--- config.mk ---
export PLATFORM = sky130hd
export DESIGN_NAME = ram_slot_arbiter_flat
export DESIGN_NICKNAME = d
export VERILOG_FILES = /design/src/rtl/ram_slot_arbiter_if.sv /design/src/rtl/ram_slot_arbiter.sv /design/src/flat_wrapper.sv
export SDC_FILE = /design/constraint.sdc
export NUM_CORES = 1
export LEC_CHECK = 0
export ABC_AREA = 1
export BUFFER_PORTS_ARGS = -buffer_cell sky130_fd_sc_hd__buf_2
export CORE_MARGIN = 5
export CORE_UTILIZATION = 38
export DETAILED_ROUTE_END_ITERATION = 12
export PLACE_DENSITY = 0.8
export SYNTH_ARGS = -nofsm -noshare
export SYNTH_HDL_FRONTEND = slang
export SYNTH_SLANG_ARGS = --single-unit
--- constraint.sdc ---
create_clock -name clk -period 1.46 [get_ports clk]
set_clock_uncertainty 0.15 [all_clocks]
set_input_delay 0.292 -clock clk [delete_from_list [all_inputs] [get_ports clk]]
set_output_delay 0.292 -clock clk [all_outputs]
set_load 0.01 [all_outputs]
--- src/rtl/ram_slot_arbiter_if.sv ---
// Bus bundle between the RAM slot arbiter and its CPU, DMA and RAM neighbours.
// The arbiter takes the slave side; the top level (or a bench) takes the master side.
interface ram_slot_arbiter_if #(
  parameter int RAM_ADDR_BITS = 15
);
  logic [15:0]              cpu_addr;
  logic                     cpu_we;
  logic [7:0]               cpu_dout;
  logic                     cpu_ram_sel;
  logic                     cpu_ext_sel;
  logic                     cpu_clken;
  logic                     phi2;

  logic                     dma_req;
  logic                     dma_we;
  logic [RAM_ADDR_BITS-1:0] dma_addr;
  logic [7:0]               dma_wdata;
  logic                     dma_gnt;
  logic                     dma_rvalid;
  logic [7:0]               dma_rdata;

  logic [RAM_ADDR_BITS-1:0] ram_addr;
  logic                     ram_we;
  logic [7:0]               ram_wdata;
  logic [7:0]               ram_rdata;

  modport slave (
    input  cpu_addr, cpu_we, cpu_dout, cpu_ram_sel, cpu_ext_sel,
    output cpu_clken, phi2,
    input  dma_req, dma_we, dma_addr, dma_wdata,
    output dma_gnt, dma_rvalid, dma_rdata,
    output ram_addr, ram_we, ram_wdata,
    input  ram_rdata
  );

  modport master (
    output cpu_addr, cpu_we, cpu_dout, cpu_ram_sel, cpu_ext_sel,
    input  cpu_clken, phi2,
    output dma_req, dma_we, dma_addr, dma_wdata,
    input  dma_gnt, dma_rvalid, dma_rdata,
    input  ram_addr, ram_we, ram_wdata,
    output ram_rdata
  );
endinterface

--- src/rtl/ram_slot_arbiter.sv ---
// CPU clock-enable/phi2 generator and time-slot arbiter for the shared block-RAM port.
// state  | meaning
// S_RUN  | normal CPU cycle; CPU owns the last two phases
// S_WAIT | external-bus stretch; every phase free for DMA, phi2 held high
module ram_slot_arbiter #(
  parameter int CLKEN_DIV     = 4,
  parameter int EXT_WAIT      = 2,
  parameter int RAM_ADDR_BITS = 15
) (
  input logic               clk,
  input logic               reset,
  ram_slot_arbiter_if.slave bus
);
  localparam int PW = $clog2(CLKEN_DIV);
  localparam logic [PW-1:0] PH_LAST   = PW'(CLKEN_DIV - 1);
  localparam logic [PW-1:0] PH_CPU    = PW'(CLKEN_DIV - 2);
  localparam logic [PW-1:0] PH_HALF   = PW'(CLKEN_DIV / 2);
  localparam logic [3:0]    WAIT_LOAD = 4'((EXT_WAIT > 0) ? EXT_WAIT - 1 : 0);

  typedef enum logic {S_RUN, S_WAIT} state_t;

  state_t        state, state_nxt;
  logic [3:0]    wcnt, wcnt_nxt;
  logic [PW-1:0] phase = '0;
  logic          clken;
  logic          free;
  logic          gnt;
  logic          rvalid_q;
  logic [7:0]    rdata_q;
  logic          unused_addr_hi;

  // Free-running so the CPU keeps being clocked through reset.
  always_ff @(posedge clk) begin
    phase <= (phase == PH_LAST) ? '0 : phase + 1'b1;
  end

  always_ff @(posedge clk) begin
    if (reset) begin
      state <= S_RUN;
      wcnt  <= '0;
    end else begin
      state <= state_nxt;
      wcnt  <= wcnt_nxt;
    end
  end

  always_comb begin
    state_nxt = state;
    wcnt_nxt  = wcnt;
    clken     = 1'b0;
    if (phase == PH_LAST) begin
      case (state)
        S_RUN: begin
          if (!bus.cpu_ext_sel || (EXT_WAIT == 0)) begin
            clken = 1'b1;
          end else begin
            state_nxt = S_WAIT;
            wcnt_nxt  = WAIT_LOAD;
          end
        end
        S_WAIT: begin
          if (wcnt == 4'd0) begin
            clken     = 1'b1;
            state_nxt = S_RUN;
          end else begin
            wcnt_nxt = wcnt - 4'd1;
          end
        end
        default: state_nxt = S_RUN;
      endcase
    end
  end

  assign free = (state == S_WAIT) || (phase < PH_CPU);
  assign gnt  = bus.dma_req && free && !reset;

  assign bus.cpu_clken = clken;
  assign bus.phi2      = (phase >= PH_HALF) || (state == S_WAIT);
  assign bus.dma_gnt   = gnt;

  assign bus.ram_addr  = gnt ? bus.dma_addr  : bus.cpu_addr[RAM_ADDR_BITS-1:0];
  assign bus.ram_wdata = gnt ? bus.dma_wdata : bus.cpu_dout;
  assign bus.ram_we    = (gnt && bus.dma_we) || (clken && bus.cpu_we && bus.cpu_ram_sel);

  // RAM output is already registered, so read data is passed straight through
  // in the rvalid cycle and a copy is kept for the hold period.
  always_ff @(posedge clk) begin
    if (reset) begin
      rvalid_q <= 1'b0;
      rdata_q  <= 8'h00;
    end else begin
      rvalid_q <= gnt && !bus.dma_we;
      if (bus.dma_rvalid) rdata_q <= bus.ram_rdata;
    end
  end

  assign bus.dma_rvalid = rvalid_q && !reset;
  assign bus.dma_rdata  = bus.dma_rvalid ? bus.ram_rdata : rdata_q;

  assign unused_addr_hi = ^bus.cpu_addr[15:RAM_ADDR_BITS];
endmodule

--- src/flat_wrapper.sv ---
// flat-port wrapper written by rule: the top's interface ports become plain ports
module ram_slot_arbiter_flat 
#(
  parameter int CLKEN_DIV     = 4,
  parameter int EXT_WAIT      = 2,
  parameter int RAM_ADDR_BITS = 15
)
  (clk, reset, bus_cpu_addr, bus_cpu_we, bus_cpu_dout, bus_cpu_ram_sel, bus_cpu_ext_sel, bus_cpu_clken, bus_phi2, bus_dma_req, bus_dma_we, bus_dma_addr, bus_dma_wdata, bus_dma_gnt, bus_dma_rvalid, bus_dma_rdata, bus_ram_addr, bus_ram_we, bus_ram_wdata, bus_ram_rdata);
  ram_slot_arbiter_if #(.RAM_ADDR_BITS(RAM_ADDR_BITS)) bus_i ();
  input logic clk;
  input logic reset;
  input wire logic [$bits(bus_i.cpu_addr)-1:0] bus_cpu_addr;
  input wire logic [$bits(bus_i.cpu_we)-1:0] bus_cpu_we;
  input wire logic [$bits(bus_i.cpu_dout)-1:0] bus_cpu_dout;
  input wire logic [$bits(bus_i.cpu_ram_sel)-1:0] bus_cpu_ram_sel;
  input wire logic [$bits(bus_i.cpu_ext_sel)-1:0] bus_cpu_ext_sel;
  output wire logic [$bits(bus_i.cpu_clken)-1:0] bus_cpu_clken;
  output wire logic [$bits(bus_i.phi2)-1:0] bus_phi2;
  input wire logic [$bits(bus_i.dma_req)-1:0] bus_dma_req;
  input wire logic [$bits(bus_i.dma_we)-1:0] bus_dma_we;
  input wire logic [$bits(bus_i.dma_addr)-1:0] bus_dma_addr;
  input wire logic [$bits(bus_i.dma_wdata)-1:0] bus_dma_wdata;
  output wire logic [$bits(bus_i.dma_gnt)-1:0] bus_dma_gnt;
  output wire logic [$bits(bus_i.dma_rvalid)-1:0] bus_dma_rvalid;
  output wire logic [$bits(bus_i.dma_rdata)-1:0] bus_dma_rdata;
  output wire logic [$bits(bus_i.ram_addr)-1:0] bus_ram_addr;
  output wire logic [$bits(bus_i.ram_we)-1:0] bus_ram_we;
  output wire logic [$bits(bus_i.ram_wdata)-1:0] bus_ram_wdata;
  input wire logic [$bits(bus_i.ram_rdata)-1:0] bus_ram_rdata;
  assign bus_i.cpu_addr = bus_cpu_addr;
  assign bus_i.cpu_we = bus_cpu_we;
  assign bus_i.cpu_dout = bus_cpu_dout;
  assign bus_i.cpu_ram_sel = bus_cpu_ram_sel;
  assign bus_i.cpu_ext_sel = bus_cpu_ext_sel;
  assign bus_cpu_clken = bus_i.cpu_clken;
  assign bus_phi2 = bus_i.phi2;
  assign bus_i.dma_req = bus_dma_req;
  assign bus_i.dma_we = bus_dma_we;
  assign bus_i.dma_addr = bus_dma_addr;
  assign bus_i.dma_wdata = bus_dma_wdata;
  assign bus_dma_gnt = bus_i.dma_gnt;
  assign bus_dma_rvalid = bus_i.dma_rvalid;
  assign bus_dma_rdata = bus_i.dma_rdata;
  assign bus_ram_addr = bus_i.ram_addr;
  assign bus_ram_we = bus_i.ram_we;
  assign bus_ram_wdata = bus_i.ram_wdata;
  assign bus_i.ram_rdata = bus_ram_rdata;
  ram_slot_arbiter #(.CLKEN_DIV(CLKEN_DIV), .EXT_WAIT(EXT_WAIT), .RAM_ADDR_BITS(RAM_ADDR_BITS)) u_core (.clk(clk), .reset(reset), .bus(bus_i));
endmodule
==> results.md <==
Floorplan:
- The floorplan die width is roughly 65 um.
- The floorplan has 19 rows.
- The die covers approximately 4200 um2.
- The effective utilization at floorplan is roughly two fifths.
- From bottom edge to top edge, the die measures roughly 65 um.
- 98 I/O pins were placed.
- The placeable core area is between 2000 and 3000 um2.

Clock tree:
- The clock tree buffer depth is 2.
- Buffers inserted to repair hold after CTS numbered 0.
- TritonCTS created 3 clock buffers.
- The worst-skew pair later-pin latency is between 200 and 300 ps.
- The number of sinks on the clock net is 16.
- The cell at the root of the clock tree is sky130_fd_sc_hd__clkbuf_4.
- CTS built an H-tree with a depth of 1.
- The CTS tree is built.
- The clock slew seen by the registers of the worst setup and hold paths is 90 ps.

Setup path:
- STA puts the critical path data required time at 1020 ps.
- The worst setup path is launched from a flip-flop.
- The reg-to-reg critical path endpoint is u_core.wcnt[3].
- STA classifies the critical path endpoint as a primary output.
- Setup slack on the worst reg-to-reg path comes out at -40 ps.
- In this run the critical register-to-register path is launched from u_core.wcnt[0].
- The worst register-to-register path has a depth of 10.
- By startpoint and endpoint, the worst setup path is classified as reg -> out.
- Of all nets on the critical path, the largest fanout is 6.
- The arrival time of the worst setup path is 1360 ps.

STA:
- The post-route minimum period is ~1800 ps.
- The number of failing setup endpoints in the final timing report is 36.
- The count of endpoints failing hold in the final timing report came to 0.
- Setup repair after global routing could not meet its margin everywhere.
- The number of max-slew violations in the final report was 0.
- For the pin with the worst max-slew slack, the measured transition is ~260 ps.
- The final clock period utilization by the worst path is 123.6%.
- The slack of the critical path is -344.8 ps.
- In this run the tightest slew margin relative to its limit is between 80% and 90%.
- The worst hold margin is about 12 ps.
- The maximum achievable frequency is 554.1 MHz.

Detailed routing:
- The count of antenna-violating nets left after detailed routing is 0.
- After detailed routing, the average wire length per cell comes to approximately 13 um.
- The count of unresolved DRC violations after routing is 0.
- For this block, the via count after detailed routing is about 1.6k.
- The detailed router finished its first iteration with 93 violations.
- In the routed layout, each cell is associated on average with a via count of ~4.8.
- The pre-antenna-repair detailed-routing pass consisted of 4 iterations.
- The total wire length is 4282 um.

Global routing:
- The wire length of the first global-routing pass is ~6300 um.
- For this run the aggregate overflow at the end of global routing stands at 0.
- Entering global routing, the biggest net connects 18 pins.
- For this run, the total global-route usage over all layers was measured as a little under a fifth.
- The via count of the first global-routing pass is roughly 1.6k.
- The number of antenna violations at the first check in global routing is 0.

Placed design:
- Detailed placement finished with a half-perimeter wire length of around 3000 um.
- The count of buffers added on input and output ports is between 90 and 100.
- The congestion estimate from routability-driven global placement came to a little under 0.8.
- The standard cell area after detailed placement is about 1800 um2.

Pwr:
- The part of the total power dissipated in the clock network is a little over a fifth.
- Net switching is between 30% and 40% of the power.
- The combinational share of power is 37.4%.
- The static leakage is 1.180 nW.
- The internal power is about 750 uW.
- Across the VDD grid, the largest voltage drop is ~0.38 mV.
- The portion of total power attributed to sequential cells is approximately two fifths.
- The net switching power is between 300 and 400 uW.
- The power per standard cell area is about 520 nW/um2.

Min path:
- The hold-critical path endpoint is u_core.rvalid_q.
- The startpoint identified for the worst hold timing path is bus_dma_we.
- The number of instances on the worst hold path is 2.
- The path category of the worst min-delay check is in -> reg.

Logic synthesis:
- The gate count after technology mapping is around 180.
- In this run, synthesis inferred 0 flip-flops with an integrated enable.
- The share of async-settable or async-resettable flops after synthesis is 0%.
- After synthesis, the largest area contributor takes up between 20% and 30% of total cell area.
- The synthesized cell area is around 1100 um2.
- In the synthesized netlist, the cells that appear most often are sky130_fd_sc_hd__nand2_1, sky130_fd_sc_hd__nor2_1, sky130_fd_sc_hd__nand2_2, sky130_fd_sc_hd__inv_1, sky130_fd_sc_hd__dfxtp_1.
- Synthesis produced a netlist with a net count of between 200 and 250.
- The average instance area after synthesis is between 6 and 7 um2.
- Yosys printed 0 warnings.
- Summed over all instances, the cell type with the most area after synthesis is sky130_fd_sc_hd__dfxtp_1.
- By area the synthesized netlist is led by sky130_fd_sc_hd__dfxtp_1, sky130_fd_sc_hd__nand2_1, sky130_fd_sc_hd__nand2_2.
- Sequential cells were found to cover 28.13% of the synthesized design area.
- Yosys mapped the design onto 20 distinct sky130hd cell types.
- The dominant register cell in the synthesized netlist is sky130_fd_sc_hd__dfxtp_1.
- In the post-synthesis netlist, the cell with the most instances is sky130_fd_sc_hd__nand2_1.
- The post-synthesis register bit count is 16.

Finish:
- The filler cell count in the final layout is between 200 and 250.
- The final-stage net count is around 370.
- The final instance area is 2083 um2.
- The area growth from synthesis to final layout is 82.97%.
- The fraction of layout cells with a size suffix above 1 is approximately three fifths.
- The footprint of the flip-flops and latches is ~330 um2.
- Summing all multi-input logic gate instances after layout gives between 800 and 900 um2.
- The repair_antennas step left the layout with diodes totalling 0.

Flow run:
- The max capacitance violation total is 0.

Status:
- The run finished, with violations left.
- The checks that failed: setup timing.
flip-flops by register name (all words and copies together) (netlist names):
| register | flops |
|---|---|
| u_core.state | 1 |
| u_core.wcnt | 4 |
| u_core.rdata_q | 8 |
| u_core.phase | 2 |
| u_core.rvalid_q | 1 |
layer usage:
metal,wire (um),track usage [%]
met3,247,2.418
met5,0,0
met1,1550,19.92
met2,2402,36.40
met4,81,5.013
cells in the final DEF (no fill, tap or decap):
cell type and count:
sky130_fd_sc_hd__inv_6 1, sky130_fd_sc_hd__buf_12 1, sky130_fd_sc_hd__dfxtp_4 1, sky130_fd_sc_hd__dfxtp_1 12, sky130_fd_sc_hd__clkbuf_16 1, sky130_fd_sc_hd__or2_4 1
sky130_fd_sc_hd__inv_2 5, sky130_fd_sc_hd__buf_2 87, sky130_fd_sc_hd__nand3_2 1, sky130_fd_sc_hd__nand2_4 6, sky130_fd_sc_hd__buf_6 12, sky130_fd_sc_hd__nor2_1 14
sky130_fd_sc_hd__ha_4 1, sky130_fd_sc_hd__ha_1 1, sky130_fd_sc_hd__nand2_1 49, sky130_fd_sc_hd__dfxtp_2 3, sky130_fd_sc_hd__o21ai_1 1, sky130_fd_sc_hd__a211oi_1 8
sky130_fd_sc_hd__o21ai_2 1, sky130_fd_sc_hd__nand3_1 3, sky130_fd_sc_hd__a21oi_2 1, sky130_fd_sc_hd__o21bai_1 1, sky130_fd_sc_hd__buf_4 25, sky130_fd_sc_hd__inv_1 16
sky130_fd_sc_hd__nor2_2 7, sky130_fd_sc_hd__o21ai_0 1, sky130_fd_sc_hd__nand2_2 28, sky130_fd_sc_hd__nand3_4 2, sky130_fd_sc_hd__clkbuf_4 3, sky130_fd_sc_hd__nand4_1 1
sky130_fd_sc_hd__nor2_4 2, sky130_fd_sc_hd__a21oi_1 10
layout make-up:
class	instances	area share (%)
repair buffers	126	38.56
flip-flops and latches	16	15.74
well taps	31	1.862
multi-input cells	139	38.56
clock buffers	3	1.081
inverters	22	4.204
kinds of logic (layout without fill, tap and decap cells):
group | count (synthesis) | in the layout | share of synthesized area [%]
and+or+nand+nor | 114 | 114 | 44.40
buffers and inverters | 29 | 151 | 13.19
AOI/OAI and AO/OA | 23 | 23 | 12.09
DFF | 16 | 16 | 28.13
adders and majority gates | 2 | 2 | 2.197
power groups by stage:
stage               combinational (mW)  clock, mW  sequential [mW]
finish                           0.407      0.229            0.451
global route                     0.446      0.259            0.453
CTS                              0.349      0.232            0.451
detailed placement               0.345          0            0.463
global placement                 0.340          0            0.462
floorplan                        0.169          0            0.462
worst max-delay path, stage by stage, from the launching register on:
cell and delay [ps]:
sky130_fd_sc_hd__dfxtp_4 380, sky130_fd_sc_hd__inv_2 40, sky130_fd_sc_hd__nand2_2 60, sky130_fd_sc_hd__nand3_4 100
sky130_fd_sc_hd__inv_6 110, sky130_fd_sc_hd__clkbuf_16 160, sky130_fd_sc_hd__nand2_2 40, sky130_fd_sc_hd__nand2_1 50
sky130_fd_sc_hd__buf_2 140
worst max path at each step:
stage                   start               end  slack [ps]  depth (start not counted)
2_1_floorplan    u_core.state   bus_ram_addr[0]          10                          7
5_1_grt        u_core.wcnt[0]        bus_ram_we        -420                          7
6_report         u_core.state   bus_ram_addr[7]        -340                          8
3_3_place_gp   u_core.wcnt[1]        bus_ram_we         -70                          7
3_5_place_dp            reset  bus_dma_rdata[4]        -100                          6
4_1_cts        u_core.wcnt[0]        bus_ram_we        -300                          7
through the flow:
step | utilization [%] | setup slack, ps | setup TNS, ps | instances | total power [mW]
floorplan | - | 14.01 | 0 | 184 | 0.6304
global placement | 64.36 | -73.61 | -1350 | 329 | 0.8021
finish | 74.26 | -344.8 | -9086 | 337 | 1.088
CTS | 67.75 | -303.4 | -9236 | 336 | 1.031
detailed placement | 64.36 | -104.9 | -1885 | 329 | 0.8080
global route | 74.26 | -420.6 | -12250 | 337 | 1.158
repair_timing:
item | 4_1_cts | 5_1_grt
setup endpoints to repair | 36 | 40
pin swaps | 5 | 13
setup buffers | 4 | 2
gates resized for setup | 14 | 42
gates cloned | 0 | 1
No activity file was read; power rests on OpenSTA's default activity.
